**config.mk**
```make
export PLATFORM = sky130hd
export DESIGN_NAME = uart_tx_cfg
export DESIGN_NICKNAME = d
export VERILOG_FILES = /design/src/rtl/uart_tx_cfg.sv
export SDC_FILE = /design/constraint.sdc
export NUM_CORES = 1
export LEC_CHECK = 0
export ABC_AREA = 1
export CAP_MARGIN = 10
export CORE_ASPECT_RATIO = 1.1
export CORE_MARGIN = 2
export CORE_UTILIZATION = 45
export CTS_BUF_LIST = sky130_fd_sc_hd__clkbuf_16
export DETAILED_ROUTE_END_ITERATION = 12
export GPL_TIMING_DRIVEN = 0
export PLACE_DENSITY_LB_ADDON = 0.15
export SKIP_LAST_GASP = 1
export SLEW_MARGIN = 20
export SYNTH_ARGS = -nofsm -noshare
export SYNTH_HDL_FRONTEND = slang
export SYNTH_SLANG_ARGS = --single-unit
```
**constraint.sdc**
```tcl
create_clock -name CLK -period 4.91 [get_ports CLK]
set_clock_uncertainty 0.1 [all_clocks]
set_input_delay 0.7365 -clock CLK [delete_from_list [all_inputs] [get_ports CLK]]
set_output_delay 0.7365 -clock CLK [all_outputs]
set_load 0.02 [all_outputs]
```
**src/rtl/uart_tx_cfg.sv**
```systemverilog
// UART transmitter: start bit, LSB-first payload, optional even/odd parity, 1 or 2 stop bits.
// Bit period is programmable per frame; all line/status outputs come straight from flops.
`timescale 1ns/1ps
module uart_tx_cfg #(
  parameter int unsigned DATA_WIDTH = 8,
  parameter int unsigned PRESC_W    = 8
) (
  input  logic                  CLK,
  input  logic                  RST,
  input  logic [DATA_WIDTH-1:0] P_DATA,
  input  logic                  DATA_VALID,
  input  logic                  PAR_EN,
  input  logic                  PAR_TYP,
  input  logic                  STOP2,
  input  logic [PRESC_W-1:0]    PRESCALE,
  output logic                  TX_OUT,
  output logic                  BUSY,
  output logic                  TX_DONE
);

  localparam int unsigned BitW = (DATA_WIDTH > 1) ? $clog2(DATA_WIDTH) : 1;
  localparam logic [BitW-1:0] LastBit = BitW'(DATA_WIDTH - 1);

  typedef enum logic [2:0] {StIdle, StStart, StData, StParity, StStop} state_e;

  state_e                state_q, state_d;
  logic [PRESC_W-1:0]    baud_q, baud_d;
  logic [BitW-1:0]       bit_q, bit_d;
  logic [DATA_WIDTH-1:0] data_q, data_d;
  logic                  par_en_q, par_en_d;
  logic                  par_typ_q, par_typ_d;
  logic                  stop2_q, stop2_d;
  logic [PRESC_W-1:0]    presc_q, presc_d;
  logic                  tx_q, tx_d;
  logic                  busy_q, busy_d;
  logic                  done_q, done_d;
  logic                  baud_end;

  // presc_q is never 0 during a frame, so P-1 cannot underflow and 2^PRESC_W-1 still fits.
  assign baud_end = (baud_q == presc_q - PRESC_W'(1));

  always_ff @(posedge CLK or posedge RST) begin
    if (RST) begin
      state_q   <= StIdle;
      baud_q    <= '0;
      bit_q     <= '0;
      data_q    <= '0;
      par_en_q  <= 1'b0;
      par_typ_q <= 1'b0;
      stop2_q   <= 1'b0;
      presc_q   <= '0;
      tx_q      <= 1'b1;
      busy_q    <= 1'b0;
      done_q    <= 1'b0;
    end else begin
      state_q   <= state_d;
      baud_q    <= baud_d;
      bit_q     <= bit_d;
      data_q    <= data_d;
      par_en_q  <= par_en_d;
      par_typ_q <= par_typ_d;
      stop2_q   <= stop2_d;
      presc_q   <= presc_d;
      tx_q      <= tx_d;
      busy_q    <= busy_d;
      done_q    <= done_d;
    end
  end

  always_comb begin
    state_d   = state_q;
    baud_d    = baud_q;
    bit_d     = bit_q;
    data_d    = data_q;
    par_en_d  = par_en_q;
    par_typ_d = par_typ_q;
    stop2_d   = stop2_q;
    presc_d   = presc_q;
    unique case (state_q)
      StIdle: begin
        if (DATA_VALID) begin
          data_d    = P_DATA;
          par_en_d  = PAR_EN;
          par_typ_d = PAR_TYP;
          stop2_d   = STOP2;
          presc_d   = (PRESCALE == '0) ? PRESC_W'(1) : PRESCALE;
          baud_d    = '0;
          bit_d     = '0;
          state_d   = StStart;
        end
      end
      StStart: begin
        if (baud_end) begin
          baud_d  = '0;
          bit_d   = '0;
          state_d = StData;
        end else begin
          baud_d = baud_q + PRESC_W'(1);
        end
      end
      StData: begin
        if (baud_end) begin
          baud_d = '0;
          if (bit_q == LastBit) begin
            bit_d   = '0;
            state_d = par_en_q ? StParity : StStop;
          end else begin
            bit_d = bit_q + BitW'(1);
          end
        end else begin
          baud_d = baud_q + PRESC_W'(1);
        end
      end
      StParity: begin
        if (baud_end) begin
          baud_d  = '0;
          bit_d   = '0;
          state_d = StStop;
        end else begin
          baud_d = baud_q + PRESC_W'(1);
        end
      end
      StStop: begin
        if (baud_end) begin
          baud_d = '0;
          // bit_q counts stop bits here: a second one only when two were requested.
          if (stop2_q && (bit_q == '0)) begin
            bit_d = BitW'(1);
          end else begin
            bit_d   = '0;
            state_d = StIdle;
          end
        end else begin
          baud_d = baud_q + PRESC_W'(1);
        end
      end
      default: state_d = StIdle;
    endcase
  end

  // Outputs are registered from the next state so the line never sees decode glitches.
  always_comb begin
    tx_d   = 1'b1;
    busy_d = 1'b1;
    done_d = 1'b0;
    unique case (state_d)
      StIdle: begin
        busy_d = 1'b0;
        done_d = (state_q == StStop);
      end
      StStart:  tx_d = 1'b0;
      StData:   tx_d = data_d[bit_d];
      StParity: tx_d = (^data_d) ^ par_typ_d;
      StStop:   tx_d = 1'b1;
      default:  tx_d = 1'b1;
    endcase
  end

  assign TX_OUT  = tx_q;
  assign BUSY    = busy_q;
  assign TX_DONE = done_q;

  a_done_not_busy: assert property (@(posedge CLK) disable iff (RST) TX_DONE |-> !BUSY);
  a_busy_state:    assert property (@(posedge CLK) disable iff (RST)
                                    BUSY == (state_q != StIdle));

endmodule
```
### Yosys cells after proc, flatten, opt, wreduce, memory -nomap -nowiden

Index checks and enable logic that the tools add are counted.

| storage, ports and cells | value |
|---|---|
| bits in read-only memories | 0 |
| bits in writable memories | 0 |
| input bits | 22 |
| memories | 0 |
| bits in latches | 0 |
| logic and storage cells | 66 |
| register bits after elaboration | 36 |
| output and inout bits | 3 |

| operators by class | value |
|---|---|
| $lt $le $gt $ge | 1 |
| shifts and indexed selects | 0 |
| div/mod/pow operators | 0 |
| add/sub/neg operators | 3 |
| equal/unequal tests | 10 |
| muxes and demuxes | 29 |
| bitwise gates (word level) | 1 |
| reduce and logical (&&, ||, !) cells | 11 |
| multiply operators | 0 |

Operators with widths:

| operator | number |
|---|---|
| 8-bit 2-to-1 mux | 5 |
| 3-bit 2-to-1 mux | 13 |
| 8-bit case mux with 2 select lines | 1 |
| 3-bit case mux with 5 select lines | 1 |
| 3-bit by 2-bit equality test with 1-bit output (second input constant) | 4 |
| 3-bit case mux with 4 select lines | 1 |
| 3-bit zero test | 3 |
| 8-bit by 1-bit adder with 8-bit output (second input constant) | 1 |
| 8-bit equality test | 1 |
| 8-bit zero test | 1 |
| 8-bit parity | 1 |
| 8-bit by 1-bit subtractor with 8-bit output (second input constant) | 1 |
| 3-bit by 1-bit equality test with 1-bit output (second input constant) | 2 |
| 3-bit equality test (second input constant) | 2 |
| 1-bit 2-to-1 mux | 6 |
| 3-bit by 4-bit less-than comparator with 1-bit output (second input constant) | 1 |
| 2-bit AND reduction | 2 |
| 4-bit OR reduction | 1 |
| 3-bit by 1-bit adder with 3-bit output (second input constant) | 1 |
| 1-bit binary-select mux with 3-bit select | 1 |
| 1-bit case mux with 3 select lines | 1 |
| 2-bit != test (second input constant) | 1 |
| 2-bit nonzero test | 1 |
| 2-bit OR reduction | 1 |
| other kinds (2) | 2 |

### Depth between registers and ports, before layout

Gate-level depths: netlist of the first run.

| depth | value |
|---|---|
| depth after elaboration | 8 |
| gate-level depth with buffers | 21 |
| gate-level depth less buffers | 20 |

### Worst setup path before layout of the first run

OpenSTA, ideal clock, no wires.

| path | value |
|---|---|
| kind | register to register |
| from | reg presc_q[0] |
| to | reg done_q (netlist: TX_DONE) |
| buffers on the path | 1 |
| arrival time | 2.026 ns |
| stages on the path, launching flop included | 15 |
| library setup time | 0.080 ns |
| slack | 2.703 ns |
| period minus slack after synthesis | 2.207 ns |
| cells stage by stage | dfrtp_1 inv_2 ha_1 nand2_2 nor2_1 nand2_1 nand2_1 nand2_2 nor2_4 nand2_2 buf_6 a21oi_2 o21ai_2 or3_4 nor3_2 |

| between the ends | value |
|---|---|
| word-level cells in the longest chain between the ends | 6 |
| elaborated cells between the ends (all ways) | 9 |

RTL lines:

| element | line | RTL |
|---|---|---|
| from (decl) | 33 | `logic [PRESC_W-1:0] presc_q, presc_d;` |
| from (signal assigned) | 63 | `presc_q <= presc_d;` |
| 8-bit by 1-bit subtractor with 8-bit output * | 40 | `assign baud_end = (baud_q == presc_q - PRESC_W'(1));` |
| 8-bit equality test * | 40 |  |
| 3-bit 2-to-1 mux, on equally long branches | n/a |  |
| 3-bit case mux with 5 select lines * | 79 | `unique case (state_q)` |
| via state_d[0] | 26 | `state_e state_q, state_d;` |
| 3-bit zero test * | 146 | `unique case (state_d)` |
| 1-bit 2-to-1 mux * | 146 |  |
| via done_d | 36 | `logic done_q, done_d;` |
| to (signal assigned) | 66 | `done_q <= done_d;` |
| to (decl) | 36 |  |

The timed path passes the listed nets; every way through them passes the cells marked *.
A chain may end at the register's enable or synchronous reset.

### Worst setup path in the final report of the first run

| path | value |
|---|---|
| from | in DATA_VALID |
| to | reg tx_q (netlist: TX_OUT) |

| between the ends | value |
|---|---|
| elaborated cells between the ends (all ways) | 16 |

RTL lines:

| element | line | RTL |
|---|---|---|
| from (decl) | 11 | `input logic DATA_VALID,` |
| 1-bit 2-to-1 mux | 81 | `if (DATA_VALID) begin` |
| 1-bit 2-to-1 mux | 79 |  |
| via par_typ_d | 31 | `logic par_typ_q, par_typ_d;` |
| 1-bit XOR | 153 | `StParity: tx_d = (^data_d) ^ par_typ_d;` |
| 1-bit case mux with 3 select lines | 146 |  |
| via tx_d | 34 | `logic tx_q, tx_d;` |
| to (signal assigned) | 64 | `tx_q <= tx_d;` |
| to (decl) | 34 |  |

The timed path passes the listed nets, and every way through them passes these cells. The select of a mux whose other input is x is not followed.

==> out/metrics.cfg, run 1 <==
[placed_design]
port_buffers = 24
hpwl_um = 3620
place_ws_ns = 2.04
gp_congestion = 0.892

[synth]
syn-instance-count = 300
synth_edf_count = 0
syn_nets = 327
synth-compound-area-share = 0.0972
yosys.area_share.simple = 0.329
yosys-top-cells-area = dfrtp_1 39%, nand2_1 14%, nand3_1 6.9%
yosysSeqAreaShare = 0.403
synth_cell_types = 37
synthFlopType = dfrtp_1
yosysTopAreaCellShare = 0.391
syn_area_per_cell_um2 = 7.47
synth_adder_area_share = 0.0279
ys_async_sr_fraction = 1.00
synth.cell_area_um2 = 2240
synth_xor_area_frac = 0.0586
yosysMostFrequentCell = nand2_1
synth.area.mux_share = 0
yosys.area.top_type = dfrtp_1
synth_seq_cells = 36
yosys-top-cells-count = 84 x nand2_1, 36 x inv_1, 35 x dfrtp_1
synth_top_family_by_area = simple AND/OR/NAND/NOR gates
synth_warnings = 0

[clocking]
cts_resized = 0
tritoncts = done
htree_levels = 2
ctsRootBufferMaster = clkbuf_16
clkTransAtPathRegs_ns = 0.05
clk_latency_ns = 0.27
numCtsBuffers = 5
cts.sinks = 36
post-cts-setup-buffers = 0
cts_hold_buffers = 0
clk_path_buf_depth = 2

[sta]
tns_ns = 0
finalCriticalPeriod_ns = 2.57
finalWorstSetupSlack_ns = 2.34
fin_crit_sh = 0.523
hold_viol = 0
slew_headroom = 0.593
rsz0062_at_grt = false
worstMarginPinSlew_ns = 0.606
slew_violations = 0
fmax_mhz = 389
setup_viol = 0

[floorplanning]
die_area_um2 = 5560
initial_core_util = 0.475
boundaryPins = 25
die_w_um = 71.3
core_area_um2 = 4720
rows = 26
die_h_um = 78.0

[worst_setup_path]
cp.arrival_ns = 2.68
end_kind = flop
crit_start = DATA_VALID
r2r-end = TX_OUT$_DFF_PP1_
crit_fanout = 10
r2r_cells = 18
regToRegSetupSlack_ns = 2.36
criticalPathCategory = in2reg
worstSetupStartpointType = input pin
reg2reg_from = presc_q[0]$_DFFE_PP0P_
worstPathRequired_ns = 5.02

[power_and_ir_drop]
swShare = 0.428
clock_power_share = 0.175
p_leak_nw = 1.33
p_int_w = 0.000950
p_per_area_nw_per_um2 = 612
ir_drop_v = 0.000372
comb_power_share = 0.508
power.switching_w = 0.000709
p_seq_frac = 0.316

[job]
max-cap-violations = 0

[min_path]
min_path_type = reg2reg
worstHoldEndpoint = stop2_q$_DFFE_PP0P_
hold_depth = 2
worstHoldStart = stop2_q$_DFFE_PP0P_

[drt]
drcViolationCount = 0
vias_per_cell = 5.00
wl_um = 4560
vias = 1939
drtIter0Drc = 62
drtAntennaViolNets = 0
drt-pass1-iter-count = 4
post_drt_wl_per_cell_um = 11.8

[global_route]
grt_pass1_wl_um = 7980
grt_pass1_vias = 1868
grt_usage = 0.181
antenna_found_initial = 0
grt_max_degree = 24
grt.overflow.total = 0

[cells_and_area]
fin_nets = 359
antenna_cells = 0
area_delta_synth_final_pct = 21.0
drive_gt1_frac = 0.133

[status]
status = completed

-- power by group through the flow --
stage | combinational [W] | clock [W] | sequential [W]
2_1_floorplan | 0.000670 | 0 | 0.000511
5_1_grt | 0.000964 | 0.000310 | 0.000540
3_3_place_gp | 0.000827 | 0 | 0.000527
4_1_cts | 0.000852 | 0.000300 | 0.000526
3_5_place_dp | 0.000846 | 0 | 0.000531
6_report | 0.000844 | 0.000291 | 0.000525
-- metrics by stage --
step	hold WS (ns)	utilization	instances	power [W]	cell area (um2)
6_report	0.389	0.575	388	0.00166	2710
3_5_place_dp	0.386	0.547	381	0.00138	2580
2_1_floorplan	0.342	-	300	0.00118	2240
4_1_cts	0.400	0.575	388	0.00168	2710
3_3_place_gp	0.376	0.541	380	0.00135	2550
5_1_grt	0.427	0.575	388	0.00181	2710
-- registers in the layout (all words and copies together) (netlist names) --
signal / count
BUSY: 1
bit_q: 3
TX_OUT: 1
presc_q: 8
par_en_q: 1
data_q: 8
par_typ_q: 1
TX_DONE: 1
stop2_q: 1
baud_q: 8
state_q: 3
-- placed cells by master (no fill, tap or decap), drive strengths merged --
master / synthesis / layout
inv: 41 / 42
dfstp: 1 / 1
a211oi: 1 / 1
clkinv: 1 / 2
o32ai: 1 / 1
nand4: 1 / 1
a31o: 1 / 1
clkbuf: 1 / 6
nand2: 93 / 93
clkdlybuf4s50: 0 / 24
nor3: 4 / 4
xnor2: 5 / 5
o2111ai: 1 / 1
dfrtp: 35 / 35
nand3: 33 / 33
buf: 3 / 4
o22ai: 2 / 2
nor2: 22 / 22
or3: 1 / 1
ha: 5 / 5
o21a: 1 / 1
nor4: 1 / 1
a31oi: 2 / 2
or2: 6 / 6
a21oi: 6 / 6
o21ai: 22 / 22
xor2: 10 / 10
-- cells by family after synthesis --
family                   count (synthesis)
buffers and inverters                   46
AO/OA/AOI/OAI                           37
flip-flops                              36
adder cells (fa/ha/maj)                  5
XOR/XNOR                                15
AND/OR/NAND/NOR                        161
-- how the worst max path moves through the flow --
stage                                    to  slack (ns)  cells past startpoint
after floorplan           TX_DONE$_DFF_PP0_        2.70                     14
after global placement     TX_OUT$_DFF_PP1_        2.05                     15
after detailed placement   TX_OUT$_DFF_PP1_        2.04                     14
after CTS                  TX_OUT$_DFF_PP1_        2.32                     14
after global routing       TX_OUT$_DFF_PP1_        2.13                     19
final                      TX_OUT$_DFF_PP1_        2.34                     14
-- worst max-delay path, stage by stage --
cell,delay (ns)
clkdlybuf4s50_1,0.45
inv_1,0.09
nor2_4,0.17
inv_2,0.11
buf_2,0.20
o21ai_1,0.18
inv_1,0.08
nand3_1,0.08
nand2_1,0.09
or2_1,0.23
nand4_1,0.06
o21ai_0,0.08
inv_1,0.06
nand2_1,0.05
-- layout make-up --
cell class,count,area [um2]
Multi-Input combinational cell,218,1150
Clock buffer,5,125
Sequential cell,36,902
Buffer,4,31.3
Clock inverter,2,8.76
Timing Repair Buffer,25,268
Fill cell,422,2000
Tap cell,56,70.1
Inverter,42,158
-- routing by layer --
metal,track usage,up-vias,share of wire
met1,0.215,868,0.44
met5,0,-,0
met4,0.100,0,0.041
met3,0.0398,15,0.027
li1,-,1022,-
met2,0.301,34,0.49
(Power assumes the default switching activity.)
==> run 2, diff against run 1 <==
Clock period 4.91 ns to 2.08 ns, I/O delays scaled along.
==> run 2 against run 1 <==
  * The flow now finishes with violations (negative setup slack)
  * Largest power group unchanged
  * Hold slack worse by 0.19 ns
  * Die area is the same
  * Critical path depth grew 5
  * Sequential cell count unchanged
  * Sequential share of layout area decreased by 3.1 points
  * Combinational power rose to 2.8 times the previous value
  * Critical path type is now reg2reg
==> out/metrics.cfg, run 2 (synthesis results as in run 1) <==
[power_and_ir_drop]
p_per_area_nw_per_um2 = 1500
p_leak_nw = 1.42
ir_drop_v = 0.000939

[sta]
slew_violations = 0
finalCriticalPeriod_ns = 2.34
rsz0062_at_grt = true
hold_viol = 0
setup_viol = 7
slew_headroom = 0.597
fin_crit_sh = 1.13
fmax_mhz = 426
finalWorstSetupSlack_ns = -0.265
timing.hold.ws_ns = 0.199
worstMarginPinSlew_ns = 0.600

[floorplanning]
initial_core_util = 0.475
core_area_um2 = 4720
die_h_um = 78.0
die_w_um = 71.3
boundaryPins = 25
rows = 26
die_area_um2 = 5560

[clocking]
htree_levels = 2
tritoncts = done
ctsRootBufferMaster = clkbuf_16
numCtsBuffers = 5
cts_hold_buffers = 0
clk_latency_ns = 0.28
clk_path_buf_depth = 2
cts.sinks = 36
clkTransAtPathRegs_ns = 0.05

[global_route]
grt_max_degree = 26
grt_usage = 0.195
grt_pass1_vias = 2006
grt.overflow.total = 0
grt_pass1_wl_um = 8510
antenna_found_initial = 0

[cells_and_area]
fin_area_um2 = 2990
drive_gt1_frac = 0.249
final_common_cell = nand2_1
largest_registers = baud_q (8), data_q (8), presc_q (8)
fin_nets = 371
area_delta_synth_final_pct = 33.5
antenna_cells = 0
layout_common_cells = 73 x nand2_1, 35 x dfrtp_1, 31 x inv_1
nFillCells = 394

[worst_setup_path]
slowest_stage = dfrtp_1
cp_num_buf_inv = 2
path_cells = inv_2 > ha_4 > nand2_4 > nor2_4 > nand2_1 > nand2_1 > nand2_2 > nor2_4 > nand2_2 > buf_6 > a21oi_4 > nand3_4 > nand2_4 > nand2_1 > nand3_2 > nand2_2 > nand2_1 > nand3_1 > nand2_1
worst_path_largest_cell_delay_ns = 0.41
criticalPathCategory = reg2reg
reg2reg_from = presc_q[0]$_DFFE_PP0P_
r2r_cells = 19
crit_family = simple AND/OR/NAND/NOR gates
worstSetupStartpointType = flop
worstPathRequired_ns = 2.20
cp_common_cell = nand2_1
cp.arrival_ns = 2.47
r2r-end = TX_OUT$_DFF_PP1_
end_kind = flop
regToRegSetupSlack_ns = -0.26
crit_fanout = 6

[drt]
drtIter0Drc = 107
vias_per_cell = 5.06
wl_um = 5140
drcViolationCount = 0
vias = 2029
drtAntennaViolNets = 0
drt-pass1-iter-count = 4
post_drt_wl_per_cell_um = 12.8

[job]
max-cap-violations = 0

[placed_design]
hpwl_um = 3660
place_ws_ns = -0.389
placed_area_um2 = 2590
gp_congestion = 0.892
port_buffers = 24

[min_path]
min_path_type = in2async

[status]
status = finished with violations
violations = negative setup slack

==> run 2: changes by cell type in the layout (fill, tap and decap cells not counted), moves of 5 or more <==
| cell | before | now |
|---|---|---|
| nand2_1 | 84 | 73 |
| buf_4 | 0 | 7 |
| nand2_2 | 9 | 16 |
| o21ai_0 | 13 | 7 |
| buf_6 | 2 | 7 |
| inv_1 | 36 | 31 |
| inv_2 | 6 | 11 |
| nand3_1 | 31 | 26 |
| o21ai_1 | 7 | 12 |
==> run 2: timing repair <==
action / CTS / global route
cloned: 0 / 0
resized for setup: 9 / 39
buffers inserted: 8 / 4
pin swaps: 9 / 18
endpoints found under the setup margin: 7 / 16
==> run 2: metal layers <==
layer  GRT usage  part of all wire  vias up
li1            -                 -     1054
met1       0.221              0.42      938
met2       0.352              0.53       28
met3      0.0398             0.025        9
met4      0.0774             0.019        0
met5           0                 0        -
==> run 2: area by class of cell <==
cell class | instances | area (um2) | share of cell area
sequential | 36 | 902 | 0.302
clock inverter | 3 | 38.8 | 0.0130
multi-input combinational | 218 | 1300 | 0.434
clock buffer | 5 | 125 | 0.0418
inverter | 42 | 158 | 0.0527
tap | 56 | 70.1 | 0.0234
timing repair buffer | 37 | 369 | 0.123
buffer | 4 | 31.3 | 0.0105
==> run 2: how the worst max path moves through the flow <==
stage,depth (start not counted),startpoint,to,slack [ns]
after global routing,19,presc_q[0]$_DFFE_PP0P_,TX_OUT$_DFF_PP1_,-0.41
after floorplan,14,presc_q[0]$_DFFE_PP0P_,TX_DONE$_DFF_PP0_,-0.04
after CTS,19,presc_q[0]$_DFFE_PP0P_,TX_OUT$_DFF_PP1_,-0.29
after global placement,15,DATA_VALID,TX_OUT$_DFF_PP1_,-0.35
final,19,presc_q[0]$_DFFE_PP0P_,TX_OUT$_DFF_PP1_,-0.26
after detailed placement,18,presc_q[0]$_DFFE_PP0P_,TX_OUT$_DFF_PP1_,-0.39
==> run 2: through the flow <==
step | TNS (ns) | util | cells | power [W]
after detailed placement | -1.18 | 0.549 | 381 | 0.00330
after global routing | -2.14 | 0.634 | 401 | 0.00488
after floorplan | -0.0726 | - | 300 | 0.00284
final | -0.920 | 0.634 | 401 | 0.00449
after global placement | -0.990 | 0.545 | 380 | 0.00325
after CTS | -1.15 | 0.602 | 397 | 0.00428
==> run 2: power breakdown <==
group          switching, W  total [W]  internal (W)
registers          0.000254    0.00126       0.00101
clock network      0.000270   0.000828      0.000558
logic               0.00137    0.00240       0.00103
total               0.00189    0.00449       0.00260
==> run 3, diff against run 2 <==
Settings changed: SKIP_CTS_REPAIR_TIMING set to 1.
==> run 3 against run 2 <==
  * The run still ends with negative setup slack left
  * Sequential share of layout area up 1.5 points
  * Sequential cell count unchanged
  * Cell area down 4.8%
  * Highest routed layer unchanged
==> out/metrics.cfg, run 3 (synthesis results as in run 1) <==
[status]
status = finished with violations
violations = negative setup slack

[drt]
post_drt_wl_per_cell_um = 12.4
drtIter0Drc = 91
drt-pass1-iter-count = 4
drtAntennaViolNets = 0
vias_per_cell = 5.13
vias = 2010
drcViolationCount = 0
wl_um = 4880

[power_and_ir_drop]
p_per_area_nw_per_um2 = 1500
p_seq_frac = 0.292
swShare = 0.424
comb_power_share = 0.514
ir_drop_v = 0.000946
clock_power_share = 0.194
p_leak_nw = 1.37
power.switching_w = 0.00181
p_int_w = 0.00246

[placed_design]
placed_area_um2 = 2590
place_ws_ns = -0.389
dpl.cell_count = 381
port_buffers = 24
gp_congestion = 0.892
hpwl_um = 3660

[global_route]
grt_max_degree = 26
grt_pass1_vias = 1950
grt.overflow.total = 0
grt_pass1_wl_um = 8310
grt_usage = 0.189
antenna_found_initial = 0

[worst_setup_path]
path_cells = inv_2 > ha_4 > inv_1 > nand2_1 > nand3_1 > nand2_1 > nand3_2 > nor2_4 > nand2_2 > buf_6 > a21oi_4 > nand3_4 > nand2_4 > nand2_2 > nand3_2 > nand2_2 > nand2_2 > nand3_2 > nand2_1
criticalPathCategory = reg2reg
worstPathRequired_ns = 2.20
cp.depth = 19
r2r_cells = 19
worstSetupStartpointType = flop
r2r-end = TX_OUT$_DFF_PP1_
regToRegSetupSlack_ns = -0.32
crit_family = simple AND/OR/NAND/NOR gates
cp.arrival_ns = 2.52
crit_fanout = 5
cp-endpoint = TX_OUT$_DFF_PP1_
worst_path_largest_cell_delay_ns = 0.42
slowest_stage = dfrtp_1
cp_num_buf_inv = 3
end_kind = flop
reg2reg_from = presc_q[0]$_DFFE_PP0P_
crit_start = presc_q[0]$_DFFE_PP0P_
cp_common_cell = nand2_2

[clocking]
ctsRootBufferMaster = clkbuf_16
cts.sinks = 36
htree_levels = 2
clk_latency_ns = 0.28
numCtsBuffers = 5
tritoncts = done
clk_path_buf_depth = 2
clkTransAtPathRegs_ns = 0.05

[cells_and_area]
area_delta_synth_final_pct = 27.1
fin_area_um2 = 2850
instances_no_fill = 392
largest_registers = baud_q (8), data_q (8), presc_q (8)
fin_nets = 362
antenna_cells = 0
fin_util = 0.604
nFillCells = 414
drive_gt1_frac = 0.182
final_common_cell = nand2_1
layout_common_cells = 79 x nand2_1, 36 x inv_1, 35 x dfrtp_1

[floorplanning]
die_h_um = 78.0
die_area_um2 = 5560
rows = 26
die_w_um = 71.3
boundaryPins = 25
initial_core_util = 0.475
core_area_um2 = 4720

[sta]
fin_crit_sh = 1.16
timing.hold.ws_ns = 0.197
fmax_mhz = 416
slew_headroom = 0.600
finalCriticalPeriod_ns = 2.40
slew_violations = 0
hold_viol = 0
finalWorstSetupSlack_ns = -0.323
worstMarginPinSlew_ns = 0.595
setup_viol = 6
rsz0062_at_grt = true

[min_path]
min_path_type = in2async

[job]
max-cap-violations = 0

[run 3: cell types whose count changed in the layout (fill, tap and decap cells not counted), moves of 5 or more]
cell / delta
buf_4: -5
buf_6: -5
inv_2: -5
nand2_1: +6
inv_1: +5
o21ai_0: +5
[run 3: worst min-delay path by stage]
stage / start / endpoint / cells after the start
global placement: stop2_q$_DFFE_PP0P_ / stop2_q$_DFFE_PP0P_ / 2
finish: RST / par_typ_q$_DFF_PP0_ / 2
floorplan: PAR_EN / par_en_q$_DFFE_PP0P_ / 2
global route: RST / par_typ_q$_DFF_PP0_ / 2
detailed placement: stop2_q$_DFFE_PP0P_ / stop2_q$_DFFE_PP0P_ / 2
CTS: RST / par_typ_q$_DFF_PP0_ / 2
[run 3: worst reg2reg max path, delay by kind of cell (launching register included)]
| family | cells | cell delay (ns) |
|---|---|---|
| simple gates | 14 | 1.18 |
| flops | 1 | 0.42 |
| buf+inv | 3 | 0.32 |
| fa+ha+maj | 1 | 0.17 |
| compound gates | 1 | 0.16 |
[run 3: area by class of cell]
cell class                      count  area (um2)  share of cell area
Tap cell                           56        70.1              0.0246
Clock inverter                      3        38.8              0.0136
Sequential cell                    36         902               0.317
Buffer                              4        31.3              0.0110
Multi-Input combinational cell    218        1240               0.436
Inverter                           42         158              0.0554
Timing Repair Buffer               28         280              0.0984
Clock buffer                        5         125              0.0439
[run 3: power by group through the flow]
stage,Combinational [W],Clock (W),Sequential [W]
global route,0.00250,0.000882,0.00129
detailed placement,0.00204,0,0.00126
CTS,0.00205,0.000853,0.00125
global placement,0.00200,0,0.00125
floorplan,0.00163,0,0.00121
finish,0.00220,0.000827,0.00125
[run 3: metrics by stage]
| step | setup TNS (ns) | total power, W |
|---|---|---|
| 2_1_floorplan | -0.0726 | 0.00284 |
| 3_3_place_gp | -0.990 | 0.00325 |
| 3_5_place_dp | -1.18 | 0.00330 |
| 4_1_cts | -1.29 | 0.00415 |
| 5_1_grt | -2.53 | 0.00467 |
| 6_report | -1.06 | 0.00427 |
[run 3: routing by layer]
metal / up-vias / track usage / share of wire
li1: 1035 / - / -
met1: 920 / 0.219 / 0.41
met2: 44 / 0.337 / 0.52
met3: 11 / 0.0398 / 0.042
met4: 0 / 0.0698 / 0.024
met5: - / 0 / 0
